File: src/rtl/digit_entry_loader.sv
// Keypad digit collector for the M:ST:SU BCD down-counter chain.
// Builds a shifted 3-digit entry and issues a one-cycle active-low parallel load on start.
module digit_entry_loader #(
    parameter int unsigned MAX_SEC_TENS = 5
) (
    input  logic       clock,
    input  logic       clearn,
    input  logic [3:0] key_code,
    input  logic       key_valid,
    input  logic       start,
    input  logic       cancel,
    input  logic       counting,
    output logic [3:0] data_min,
    output logic [3:0] data_sec_tens,
    output logic [3:0] data_sec_units,
    output logic       loadn,
    output logic [1:0] digits_entered,
    output logic       err
);

    localparam logic [3:0] MAX_TENS = 4'(MAX_SEC_TENS);

    typedef enum logic {
        IDLE = 1'b0,
        LOAD = 1'b1
    } state_t;

    state_t state;

    logic key_q;
    logic start_q;
    logic cancel_q;

    logic key_ev;
    logic start_ev;
    logic cancel_ev;
    logic entry_zero;

    assign key_ev     = key_valid & ~key_q;
    assign start_ev   = start & ~start_q;
    assign cancel_ev  = cancel & ~cancel_q;
    assign entry_zero = (data_min == 4'd0) && (data_sec_tens == 4'd0) && (data_sec_units == 4'd0);

    // History registers update every cycle, so events that arrive while counting
    // or during LOAD are consumed rather than replayed later.
    always_ff @(posedge clock or negedge clearn) begin
        if (!clearn) begin
            state          <= IDLE;
            key_q          <= 1'b0;
            start_q        <= 1'b0;
            cancel_q       <= 1'b0;
            data_min       <= 4'd0;
            data_sec_tens  <= 4'd0;
            data_sec_units <= 4'd0;
            digits_entered <= 2'd0;
            loadn          <= 1'b1;
            err            <= 1'b0;
        end else begin
            key_q    <= key_valid;
            start_q  <= start;
            cancel_q <= cancel;
            err      <= 1'b0;

            case (state)
                IDLE: begin
                    loadn <= 1'b1;
                    if (!counting) begin
                        if (cancel_ev) begin
                            data_min       <= 4'd0;
                            data_sec_tens  <= 4'd0;
                            data_sec_units <= 4'd0;
                            digits_entered <= 2'd0;
                        end else if (start_ev) begin
                            if (entry_zero) begin
                                state <= IDLE;
                            end else if (data_sec_tens > MAX_TENS) begin
                                err            <= 1'b1;
                                data_min       <= 4'd0;
                                data_sec_tens  <= 4'd0;
                                data_sec_units <= 4'd0;
                                digits_entered <= 2'd0;
                            end else begin
                                state <= LOAD;
                                loadn <= 1'b0;
                            end
                        end else if (key_ev && (key_code <= 4'd9)) begin
                            data_min       <= data_sec_tens;
                            data_sec_tens  <= data_sec_units;
                            data_sec_units <= key_code;
                            if (digits_entered != 2'd3) begin
                                digits_entered <= digits_entered + 2'd1;
                            end
                        end
                    end
                end

                // The counters sample data_* on the edge that ends this state,
                // so the entry is cleared on that same edge.
                LOAD: begin
                    state          <= IDLE;
                    loadn          <= 1'b1;
                    data_min       <= 4'd0;
                    data_sec_tens  <= 4'd0;
                    data_sec_units <= 4'd0;
                    digits_entered <= 2'd0;
                end

                default: begin
                    state <= IDLE;
                    loadn <= 1'b1;
                end
            endcase
        end
    end

endmodule

File: config.mk
export PLATFORM = sky130hd
export DESIGN_NAME = digit_entry_loader
export DESIGN_NICKNAME = d
export VERILOG_FILES = /design/src/rtl/digit_entry_loader.sv
export SDC_FILE = /design/constraint.sdc
export NUM_CORES = 1
export LEC_CHECK = 0
export BUFFER_PORTS_ARGS = -buffer_cell sky130_fd_sc_hd__clkbuf_2
export CORE_UTILIZATION = 45
export CTS_CLUSTER_DIAMETER = 50
export DETAILED_ROUTE_END_ITERATION = 16
export GPL_TIMING_DRIVEN = 0
export PLACE_DENSITY = 0.79
export SETUP_SLACK_MARGIN = 0.2
export SYNTH_ARGS = -nofsm -noshare
export SYNTH_HDL_FRONTEND = slang
export SYNTH_SLANG_ARGS = --single-unit
File: constraint.sdc
create_clock -name clock -period 3.2 [get_ports clock]
set_clock_uncertainty 0.2 [all_clocks]
set_input_delay 0.64 -clock clock [delete_from_list [all_inputs] [get_ports clock]]
set_output_delay 0.64 -clock clock [all_outputs]
set_load 0.05 [all_outputs]
=== After elaboration in Yosys (flattened, before gate mapping) ===
Cells that the tools add are included.

* Bits of input ports: 10
* Output and inout bits: 16
* Flip-flop bits (word level): 20
* Word-level logic and storage cells: 76

* Bitwise operators: 7
* Add/sub/neg operators: 1
* Mux-type cells: 42
* Eq/ne operators: 6
* Reductions and logical operators: 8
* $lt $le $gt $ge: 2

{| class="wikitable"
|+ Operator list
! kind !! count
|-
| $mux W4 || 14
|-
| $pmux W4 S2 || 3
|-
| $ne A4 B4 Y1 const B || 4
|-
| $mux W1 || 15
|-
| $mux W2 || 7
|-
| $logic_not A4 Y1 || 3
|-
| $reduce_and A5 Y1 || 1
|-
| $gt A4 B3 Y1 const B || 1
|-
| $le A4 B4 Y1 const B || 1
|-
| $ne A2 B2 Y1 const B || 2
|-
| $not A1 Y1 || 4
|-
| $pmux W1 S2 || 2
|-
| $pmux W2 S2 || 1
|-
| $reduce_and A4 Y1 || 1
|-
| $and A1 B1 Y1 || 3
|-
| $logic_and A1 B1 Y1 || 3
|-
| $add A2 B1 Y2 const B || 1
|}

=== Logic depth before layout (Yosys ltp) ===
Gate-level depths: netlist (run 1).

* Depth in word-level cells: 8
* Gate-level depth with buffers: 5
* Gate-level depth less buffers: 5

=== Worst setup path after synthesis (run 1) ===
OpenSTA, ideal clock, no wires.

* Kind: input port to flip-flop
* Start point: input key_valid
* End point: register data_sec_tens[2]
* Buffers on the path: 1
* Path slack: 1.460 ns
* Cell stages on the path: 5
* Data arrival time: 1.419 ns
* Cells stage by stage: nor2b_1 and3_4 and2_4 buf_6 a22o_1

* Word-level cells in the longest chain between the ends: 4

{| class="wikitable"
|+ Ends and longest elaborated chain
! what !! RTL line !! RTL
|-
| start, declared || 9 || <nowiki>input logic key_valid,</nowiki>
|-
| $and A1 B1 Y1 || 39 || <nowiki>assign key_ev = key_valid & ~key_q;</nowiki>
|-
| $logic_and A1 B1 Y1 || 86 || <nowiki>end else if (key_ev && (key_code <= 4'd9)) begin</nowiki>
|-
| $ne A4 B4 Y1 (no source line) || - ||
|-
| $reduce_and A4 Y1 (no source line) || - ||
|-
| end signal, assigned || 88 || <nowiki>data_sec_tens <= data_sec_units;</nowiki>
|-
| end, declared || 14 || <nowiki>output logic [3:0] data_sec_tens,</nowiki>
|}

No other way between the ends.
A chain may end at the register's enable or synchronous reset.

=== Final worst setup path (run 1) ===
* Start point: register data_sec_tens[3]
* End point: output data_sec_tens[3]

No word-level cell between the ends.

==> impl_metrics.csv, run 1 <==
group,metric,value,unit
setup_path,arrival,1080,ps
setup_path,startpoint_type,"flop",
final_layout,finish.net_count,104,
timing,slew-limit-headroom,68.48,%
floorplanning,die_w,45.29,µm
status,status,"complete, no violations",
setup_path,r2r-end,"data_sec_tens[2]",
floorplanning,pin_count,26,
timing,final-setup-viol-count,0,
timing,setup_tns,0,ps
timing,rsz0062_at_grt,"no",
floorplanning,rows,15,
placement,placed_cell_area,999.7,µm²
yosys,synth_nets,74,
timing,tightest_slew,472.8,ps
timing,fin_crit_sh,59.99,%
clocking,clk_latency,290,ps
timing,final_hold_viol_count,0,
hold_path,hold_class,"in -> async",
setup_path,cp_slowest_stage_delay,470,ps
route,vias_per_cell,5.325,
setup_path,slowest_stage,"dfrtp_1",
yosys,postSynthAreaPerCell,13.39,µm²
floorplanning,die_h,45.29,µm
setup_path,critPathBufInv,1,
clocking,path_clk_slew,110,ps
yosys,synth_cell_types,24,
setup_path,r2r_slack,1650,ps
timing,min_period,1920,ps
floorplanning,die_area,2051,µm²
yosys,synth_area,843.3,µm²
setup_path,crit_family,"flip-flops",
placement,place.gp.congestion,0.7429,
timing,timing.fmax,520.9,MHz
clocking,cts-resized-gates,0,
route,post_drt_wl_per_cell,13.21,µm
clocking,cts_setup_buffers,0,
setup_path,path_cells,"clkbuf_2",
final_layout,diodes,0,
clocking,h-tree-depth,1,
final_layout,syn2layout_area_growth,22.85,%
yosys,ys_ff_latch,20,
clocking,tritoncts,"built",
global_route,grt_pass1_vias,560,
global_route,grt_use_total,16.81,%
route,totalWireLength,1546,µm
final_layout,final_cells,117,
timing,slew_violations,0,
route,drtIter0Drc,13,
clocking,ctsHoldBuffers,0,
global_route,grt_pass1_wl,2421,µm
clocking,cts_buffers,3,
global_route,overflow,0,
route,vias,623,
setup_path,worstPathRequired,2360,ps
placement,hpwl,1168,µm
placement,placed_cells,113,
final_layout,drive_gt1_share,46.74,%
setup_path,r2r_cells,5,
yosys,ys_warn_count,0,
setup_path,end_kind,"primary output",
route,post-route-drc-count,0,
global_route,grt_antenna_before_repair,0,
clocking,clockRootBuffer,"clkbuf_4",
route,drt-pass1-iter-count,4,
clocking,cts.sinks,20,
power,p_per_area,519.0,nW/µm²
yosys,synth_cells,63,
floorplanning,core_area,1745,µm²
route,ant_nets,0,
floorplanning,initial_utilization,48.32,%
power,peakVddDrop,264.2,µV
placement,port_buffers,25,
setup_path,crit_fanout,5,
setup_path,crit_type,"reg -> out",
yosys,yosysSeqAreaShare,59.50,%
final_layout,postLayoutCellArea,1036,µm²
power,leakage,0.5361,nW
global_route,grt_max_degree,21,
setup_path,r2r_start,"start_q",
job,drv_cap,0,
clocking,cts_max_path_buffers,2,
==> cells by family (layout without fill, tap and decap cells) <==
| logic type | count (synthesis) | in the layout | share of synthesized area (%) |
|---|---|---|---|
| simple gates | 17 | 17 | 14.39 |
| buf+inv | 6 | 35 | 4.450 |
| flops | 20 | 20 | 59.50 |
| fa+ha+maj | 1 | 1 | 1.483 |
| compound gates | 19 | 19 | 20.18 |
==> per-stage QoR <==
stage	utilization (%)	worst slack (ps)	power [mW]	hold slack (ps)
2_1_floorplan	-	1460	0.3666	144.4
3_3_place_gp	57.28	1316	0.3982	311.8
3_5_place_dp	57.28	1303	0.4003	319.2
4_1_cts	59.35	1272	0.5405	91.61
5_1_grt	59.35	1238	0.5628	110.4
6_report	59.35	1280	0.5377	77.97
==> synth_stat cells (all sizes together) <==
master / number / area (µm²)
nand2: 1 / 3.750
nand4: 1 / 6.260
nor3: 1 / 10.01
dfrtp: 19 / 475.5
ha: 1 / 12.51
nor2b: 2 / 12.51
nor2: 2 / 7.510
and2: 1 / 8.760
a32o: 2 / 20.02
a21oi: 1 / 8.760
nand2b: 1 / 13.76
buf: 2 / 22.52
and4: 1 / 10.01
a22o: 12 / 107.6
and3: 1 / 11.26
inv: 4 / 15.01
dfstp: 1 / 26.28
o221ai: 1 / 15.01
nand3: 2 / 10.01
o21ai: 3 / 18.77
and2b: 1 / 8.760
nor4: 3 / 18.77
==> metal layers <==
layer  vias up  share of wire, %  wire, µm  track usage [%]
met3         2               2.7        41            2.800
met5         -                 0         0                0
li1        298                 -         -                -
met4         0               1.6        24            9.091
met2        12                50       766            26.09
met1       311                46       713            22.28
==> where the power goes <==
group / switching (mW) / internal, mW
clock: 0.0738 / 0.0693
sequential: 0.0143 / 0.268
combinational: 0.0770 / 0.0358
total: 0.165 / 0.373
==> worst max path at each step <==
stage | to | depth (start not counted) | startpoint | slack (ps)
detailed placement | data_min[3] | 6 | key_valid | 1300
CTS | loadn | 1 | loadn | 1270
floorplan | data_sec_tens[2] | 5 | key_valid | 1460
global placement | data_sec_units[1] | 6 | key_valid | 1320
global route | loadn | 1 | loadn | 1240
finish | data_sec_tens[3] | 1 | data_sec_tens[3] | 1280
==> layout by cell type (no fill, tap or decap) <==
cell type | Yosys | layout
clkbuf_2 | 0 | 25
dfrtp_1 | 19 | 19
a22o_1 | 10 | 10
inv_1 | 4 | 4
nor4_1 | 3 | 3
clkbuf_4 | 0 | 3
nand3_1 | 2 | 2
nor2b_1 | 2 | 2
nor2_1 | 2 | 2
o21ai_1 | 2 | 2
buf_6 | 2 | 2
a32o_1 | 2 | 2
a22o_2 | 2 | 2
and2b_2 | 1 | 1
nor3_2 | 1 | 1
a21oi_2 | 1 | 1
nand4_1 | 1 | 1
nand2b_4 | 1 | 1
and3_4 | 1 | 1
and2_4 | 1 | 1
o221ai_2 | 1 | 1
nand2_1 | 1 | 1
o21ai_2 | 1 | 1
and4_2 | 1 | 1
ha_1 | 1 | 1
clkbuf_8 | 0 | 1
dfstp_2 | 1 | 1
==> flip-flops by register name, indices dropped and copies added, names as in the netlist <==
name            count
data_min            4
data_sec_tens       4
data_sec_units      4
digits_entered      2
cancel_q            1
err                 1
key_q               1
loadn               1
start_q             1
state               1
==> layout make-up <==
| type | instances | area, µm² |
|---|---|---|
| tap | 25 | 31.28 |
| inverter | 4 | 15.01 |
| fill | 153 | 709.4 |
| clock buffer | 4 | 36.28 |
| buffer | 2 | 22.52 |
| multi-input combinational | 37 | 304.0 |
| timing repair buffer | 25 | 125.1 |
| sequential | 20 | 501.7 |
Power figures use the tool's default switching activity.
==> run 2, diff against run 1 <==
CORE_UTILIZATION = 43   (was 45)
clock period = 1.5 ns   (was 3.2 ns; I/O delays follow)
==> impl_metrics.csv, run 2 (synthesis gave the netlist of run 1 again) <==
group,metric,value,unit
route,ant_nets,0,
hold_path,holdPathStages,2,
power,switching_share,33.30,%
clocking,clockRootBuffer,"clkbuf_4",
floorplanning,die_area,2142,µm²
status,violations,"setup timing",
setup_path,end_kind,"flop",
clocking,cts_max_path_buffers,2,
timing,tightest_slew,508.3,ps
power,peakVddDrop,726.6,µV
power,p_int,899.0,µW
final_layout,fin_util,86.60,%
route,drt-pass1-iter-count,4,
hold_path,hold_class,"in -> reg",
timing,slew_violations,0,
floorplanning,initial_utilization,47.30,%
power,p_sw,448.8,µW
status,status,"complete, but fails checks",
route,vias,793,
clocking,path_clk_slew,120,ps
global_route,grt_use_total,27.27,%
setup_path,startpoint_type,"flop",
power,pwr-share-clk,20.5,%
final_layout,finish.net_count,122,
route,drtIter0Drc,13,
timing,final_hold_viol_count,0,
floorplanning,die_w,46.29,µm
route,totalWireLength,3235,µm
floorplanning,die_h,46.29,µm
timing,fin_crit_sh,112.2,%
global_route,grt_max_degree,21,
power,leakage,0.7023,nW
setup_path,crit_fanout,5,
route,post-route-drc-count,0,
power,seqPwrFrac,46.7,%
timing,slew-limit-headroom,66.11,%
final_layout,diodes,0,
final_layout,drive_gt1_share,67.27,%
clocking,tritoncts,"built",
setup_path,r2r_cells,5,
final_layout,reg.largest.list,"data_min: 4 flops, data_sec_tens: 4 flops, data_sec_units: 4 flops",
final_layout,most-common-layout-cells,"dfrtp_2, buf_4, a22o_1, clkbuf_16, clkbuf_2",
placement,hpwl,1187,µm
clocking,h-tree-depth,1,
timing,min_period,1683,ps
setup_path,worstPathRequired,1540,ps
placement,port_buffers,25,
global_route,grt_pass1_wl,3795,µm
power,p_comb_share,32.8,%
floorplanning,rows,15,
clocking,clk_latency,310,ps
power,p_per_area,873.0,nW/µm²
final_layout,final_common_cell,"dfrtp_2",
timing,final-setup-viol-count,17,
floorplanning,core_area,1783,µm²
clocking,cts_buffers,3,
global_route,overflow,0,
global_route,grt_pass1_vias,741,
timing,setup_ws,-182.7,ps
clocking,cts.sinks,20,
timing,rsz0062_at_grt,"yes",
job,drv_cap,0,
setup_path,arrival,1720,ps
route,vias_per_cell,5.874,
global_route,grt_antenna_before_repair,0,
floorplanning,pin_count,26,
setup_path,crit_type,"reg -> reg",
timing,timing.fmax,594.3,MHz
final_layout,syn2layout_area_growth,83.09,%
placement,place.gp.congestion,0.7292,
route,post_drt_wl_per_cell,23.96,µm
power,power.total,1.348,mW
==> run 2: power groups by stage <==
stage          Sequential, mW  Combinational, mW  Clock [mW]
2_1_floorplan           0.703             0.0855           0
3_3_place_gp            0.614              0.241           0
3_5_place_dp            0.617              0.244           0
4_1_cts                 0.621              0.373       0.260
5_1_grt                 0.633              0.457       0.302
6_report                0.630              0.442       0.276
==> run 2: area by class of cell <==
cell class,instances,area (µm²)
fill,69,239.0
clock buffer,4,26.28
timing repair buffer,43,538.0
tap,25,31.28
inverter,4,15.01
buffer,2,22.52
multi-input combinational,37,392.9
sequential,20,518.0
==> run 2: repair_timing <==
| item | 4_1_cts | 5_1_grt |
|---|---|---|
| pin swaps | 13 | 4 |
| setup endpoints to repair | 33 | 33 |
| hold buffers | 4 | 0 |
| gates resized for setup | 49 | 15 |
| cloned | 1 | 1 |
| hold endpoints to repair | 22 | 0 |
| buffers inserted | 9 | 3 |
==> run 2: worst max-delay path: stages (launching register included) <==
cell and delay, ps:
dfrtp_1 440, nor2b_1 90, nor3_2 320, and2_4 270, buf_6 130, a22o_1 160
==> run 2: path summary, 6_finish.rpt <==
check | startpoint | end | slack [ps]
worst max-delay path | cancel_q | data_min[3] | -180
worst min-delay path | key_code[0] | data_sec_units[0] | 30
worst max register to register | cancel_q | data_min[3] | -180
worst min register to register | digits_entered[1] | digits_entered[1] | 400
max in group asynchronous | clearn | data_min[3] | 450
min in group asynchronous | clearn | data_sec_tens[1] | 270
==> run 2: per-stage QoR <==
stage	cells	worst slack (ps)	hold WS [ps]	instance area, µm²	setup TNS [ps]
finish	135	-182.7	29.18	1544	-1747
global route	135	-200.8	18.33	1544	-2318
CTS	131	-13.86	22.28	1453	-46.81
detailed placement	113	-48.36	78.61	1018	-410.6
global placement	113	-40.49	75.34	1018	-314.2
floorplan	63	-48.29	-195.6	862.1	-470.3
==> run 2: metal layers <==
layer / wire, µm / vias to the layer above / track usage (%)
li1: - / 333 / -
met1: 1316 / 409 / 33.08
met2: 1633 / 38 / 47.04
met3: 142 / 13 / 4.706
met4: 144 / 0 / 11.76
met5: 0 / - / 0
==> run 3, diff against run 2 <==
ABC_AREA = 1   (was default)
CORE_UTILIZATION = 45   (was 43)
==> impl_metrics.csv, run 3 <==
group,metric,value,unit
status,status,"complete, but fails checks",
status,violations,"setup timing",
placement,place.gp.congestion,0.8687,
setup_path,worstPathRequired,1560,ps
yosys,synth_edf_count,0,
setup_path,r2r_start,"data_sec_tens[1]",
setup_path,slowest_stage,"dfrtp_2",
final_layout,reg.largest.list,"data_min: 4 flops, data_sec_tens: 4 flops, data_sec_units: 4 flops",
placement,placed_cell_area,1169,µm²
setup_path,path_cells,"a21oi_4 > nand3_2 > nand3_2 > buf_6 > nand2_1 > nand2_2",
clocking,cts_buffers,3,
yosys,ys_ff_latch,20,
power,peakVddDrop,1096,µV
floorplanning,initial_utilization,49.01,%
setup_path,crit_fanout,10,
floorplanning,pin_count,26,
global_route,grt_pass1_vias,997,
timing,slew-limit-headroom,65.46,%
global_route,grt_pass1_wl,4436,µm
clocking,cts.sinks,20,
final_layout,finish.net_count,179,
setup_path,cp_slowest_stage_delay,490,ps
clocking,path_clk_slew,110,ps
setup_path,crit_family,"flip-flops",
final_layout,postLayoutCellArea,1774,µm²
power,leakage,0.9226,nW
route,post-route-drc-count,0,
setup_path,critPathMostFrequentCell,"nand3_2",
route,totalWireLength,3143,µm
final_layout,syn2layout_area_growth,79.04,%
final_layout,diodes,0,
timing,min_period,1553,ps
yosys,synth_cell_types,21,
timing,slew_violations,0,
yosys,netlist_top_cells_area,"dfrtp_1, nand2_2, nand2_1",
yosys,synth_top_area_cell,"dfrtp_1",
timing,tightest_slew,518.1,ps
route,vias,949,
setup_path,critPathLaunch,"data_sec_tens[1]",
setup_path,r2r-end,"data_min[0]",
global_route,grt_use_total,24.88,%
yosys,yosys.cell_count.top_type,"nand2_1",
floorplanning,die_area,2394,µm²
timing,setup_ws,-52.55,ps
setup_path,crit_type,"reg -> reg",
yosys,ys_warn_count,0,
hold_path,hold_class,"in -> reg",
yosys,yosysSeqAreaShare,50.63,%
yosys,ys.flop_type,"dfrtp_1",
global_route,grt_max_degree,21,
placement,hpwl,1427,µm
clocking,h-tree-depth,1,
floorplanning,rows,16,
final_layout,drive_gt1_share,64.07,%
timing,rsz0062_at_grt,"yes",
yosys,synth_area,991.0,µm²
clocking,cts_max_path_buffers,2,
timing,timing.fmax,644.1,MHz
route,vias_per_cell,4.892,
setup_path,critPathBufInv,1,
setup_path,r2r_cells,6,
route,drtIter0Drc,12,
job,drv_cap,0,
route,ant_nets,0,
yosys,synth_nets,121,
power,p_per_area,1180,nW/µm²
clocking,clockRootBuffer,"clkbuf_4",
global_route,overflow,0,
setup_path,arrival,1610,ps
route,drt-pass1-iter-count,4,
timing,fin_crit_sh,103.5,%
setup_path,startpoint_type,"flop",
setup_path,crit_end,"data_min[0]",
yosys,synthArstFlopShare,100.0,%
clocking,clk_latency,310,ps
placement,port_buffers,25,
floorplanning,core_area,2022,µm²
timing,final_hold_viol_count,0,
global_route,grt_antenna_before_repair,0,
final_layout,most-common-layout-cells,"nand2_2, nand2_1, buf_4",
clocking,tritoncts,"built",
setup_path,r2r_slack,-50,ps
yosys,postSynthAreaPerCell,9.009,µm²
floorplanning,die_h,48.93,µm
yosys,yosysTopAreaCellShare,47.98,%
placement,post-place-ws,-11.85,ps
route,post_drt_wl_per_cell,16.20,µm
yosys,synth.top_cells.by_count,"nand2_1, nand2_2, dfrtp_1, inv_1, nor2_1",
setup_path,cp.depth,6,
setup_path,end_kind,"flop",
yosys,synth_cells,110,
floorplanning,die_w,48.93,µm
timing,final-setup-viol-count,12,
## run 3: changes by cell type in the layout (fill, tap and decap cells not counted), sizes merged, moves of 3 or more
| cell | delta |
|---|---|
| a22o | -12 |
| inv | +6 |
| nor2 | +8 |
| nand3 | +5 |
| clkbuf | -3 |
| buf | +11 |
| nand2 | +49 |
## run 3: how the worst min path moves through the flow
stage	from	end	slack, ps	depth (start not counted)
after global routing	key_code[1]	data_sec_units[1]	20	3
after global placement	clearn	start_q	80	1
after CTS	key_code[2]	data_sec_units[2]	2	3
final	key_code[1]	data_sec_units[1]	5	3
after detailed placement	clearn	start_q	80	1
after floorplan	clearn	cancel_q	-200	0
## run 3: power by group
group          internal [mW]  total [mW]  leakage [nW]  switching [mW]
Clock                  0.104       0.278        0.0150           0.174
Combinational          0.513        1.08         0.657           0.566
Sequential             0.625       0.738         0.251           0.113
Total                   1.24        2.09         0.923           0.853
## run 3: tightest hold or removal path, delay by kind of cell
family | cells | cell delay, ps
AND/OR/NAND/NOR | 2 | 90
buffers and inverters | 1 | 100
## run 3: timing repair
action                     in CTS  in global routing
setup endpoints to repair      32                 33
hold buffers                    6                  0
resized for setup              57                 21
pin swaps                       8                  7
buffers inserted               13                  9
hold endpoints to repair       24                  0
## run 3: area by class of cell
class / instances / area [µm²]
Multi-Input combinational cell: 78 / 535.5
Clock buffer: 4 / 26.28
Tap cell: 27 / 33.78
Buffer: 2 / 31.28
Sequential cell: 20 / 510.5
Inverter: 10 / 37.54
Fill cell: 87 / 247.7
Timing Repair Buffer: 53 / 599.3
## run 3: cell families after synthesis
family                   count (synthesis)  synth area share (%)
AO/OA/AOI/OAI                            3                 2.020
adder cells (fa/ha/maj)                  1                 1.262
buffers and inverters                   12                 6.944
flip-flops                              20                 50.63
AND/OR/NAND/NOR                         74                 39.14
## run 3: routing by layer
layer | vias to the layer above | GRT usage [%] | share of wire [%]
met1 | 460 | 27.42 | 38
met2 | 31 | 48.15 | 56
met5 | - | 0 | 0
met4 | 0 | 7.353 | 1.8
li1 | 454 | - | -
met3 | 4 | 4.050 | 3.3
## run 3: stage by stage
stage / instances / utilization (%) / total power, mW / TNS [ps] / hold slack, ps
after global placement: 162 / 57.80 / 1.314 / -26.81 / 79.85
after floorplan: 110 / - / 1.179 / 0 / -195.6
after CTS: 185 / 81.13 / 1.936 / -16.75 / 2.356
after detailed placement: 162 / 57.80 / 1.334 / -54.04 / 81.53
after global routing: 194 / 87.75 / 2.176 / -1047 / 19.03
final: 194 / 87.75 / 2.094 / -255.2 / 5.335
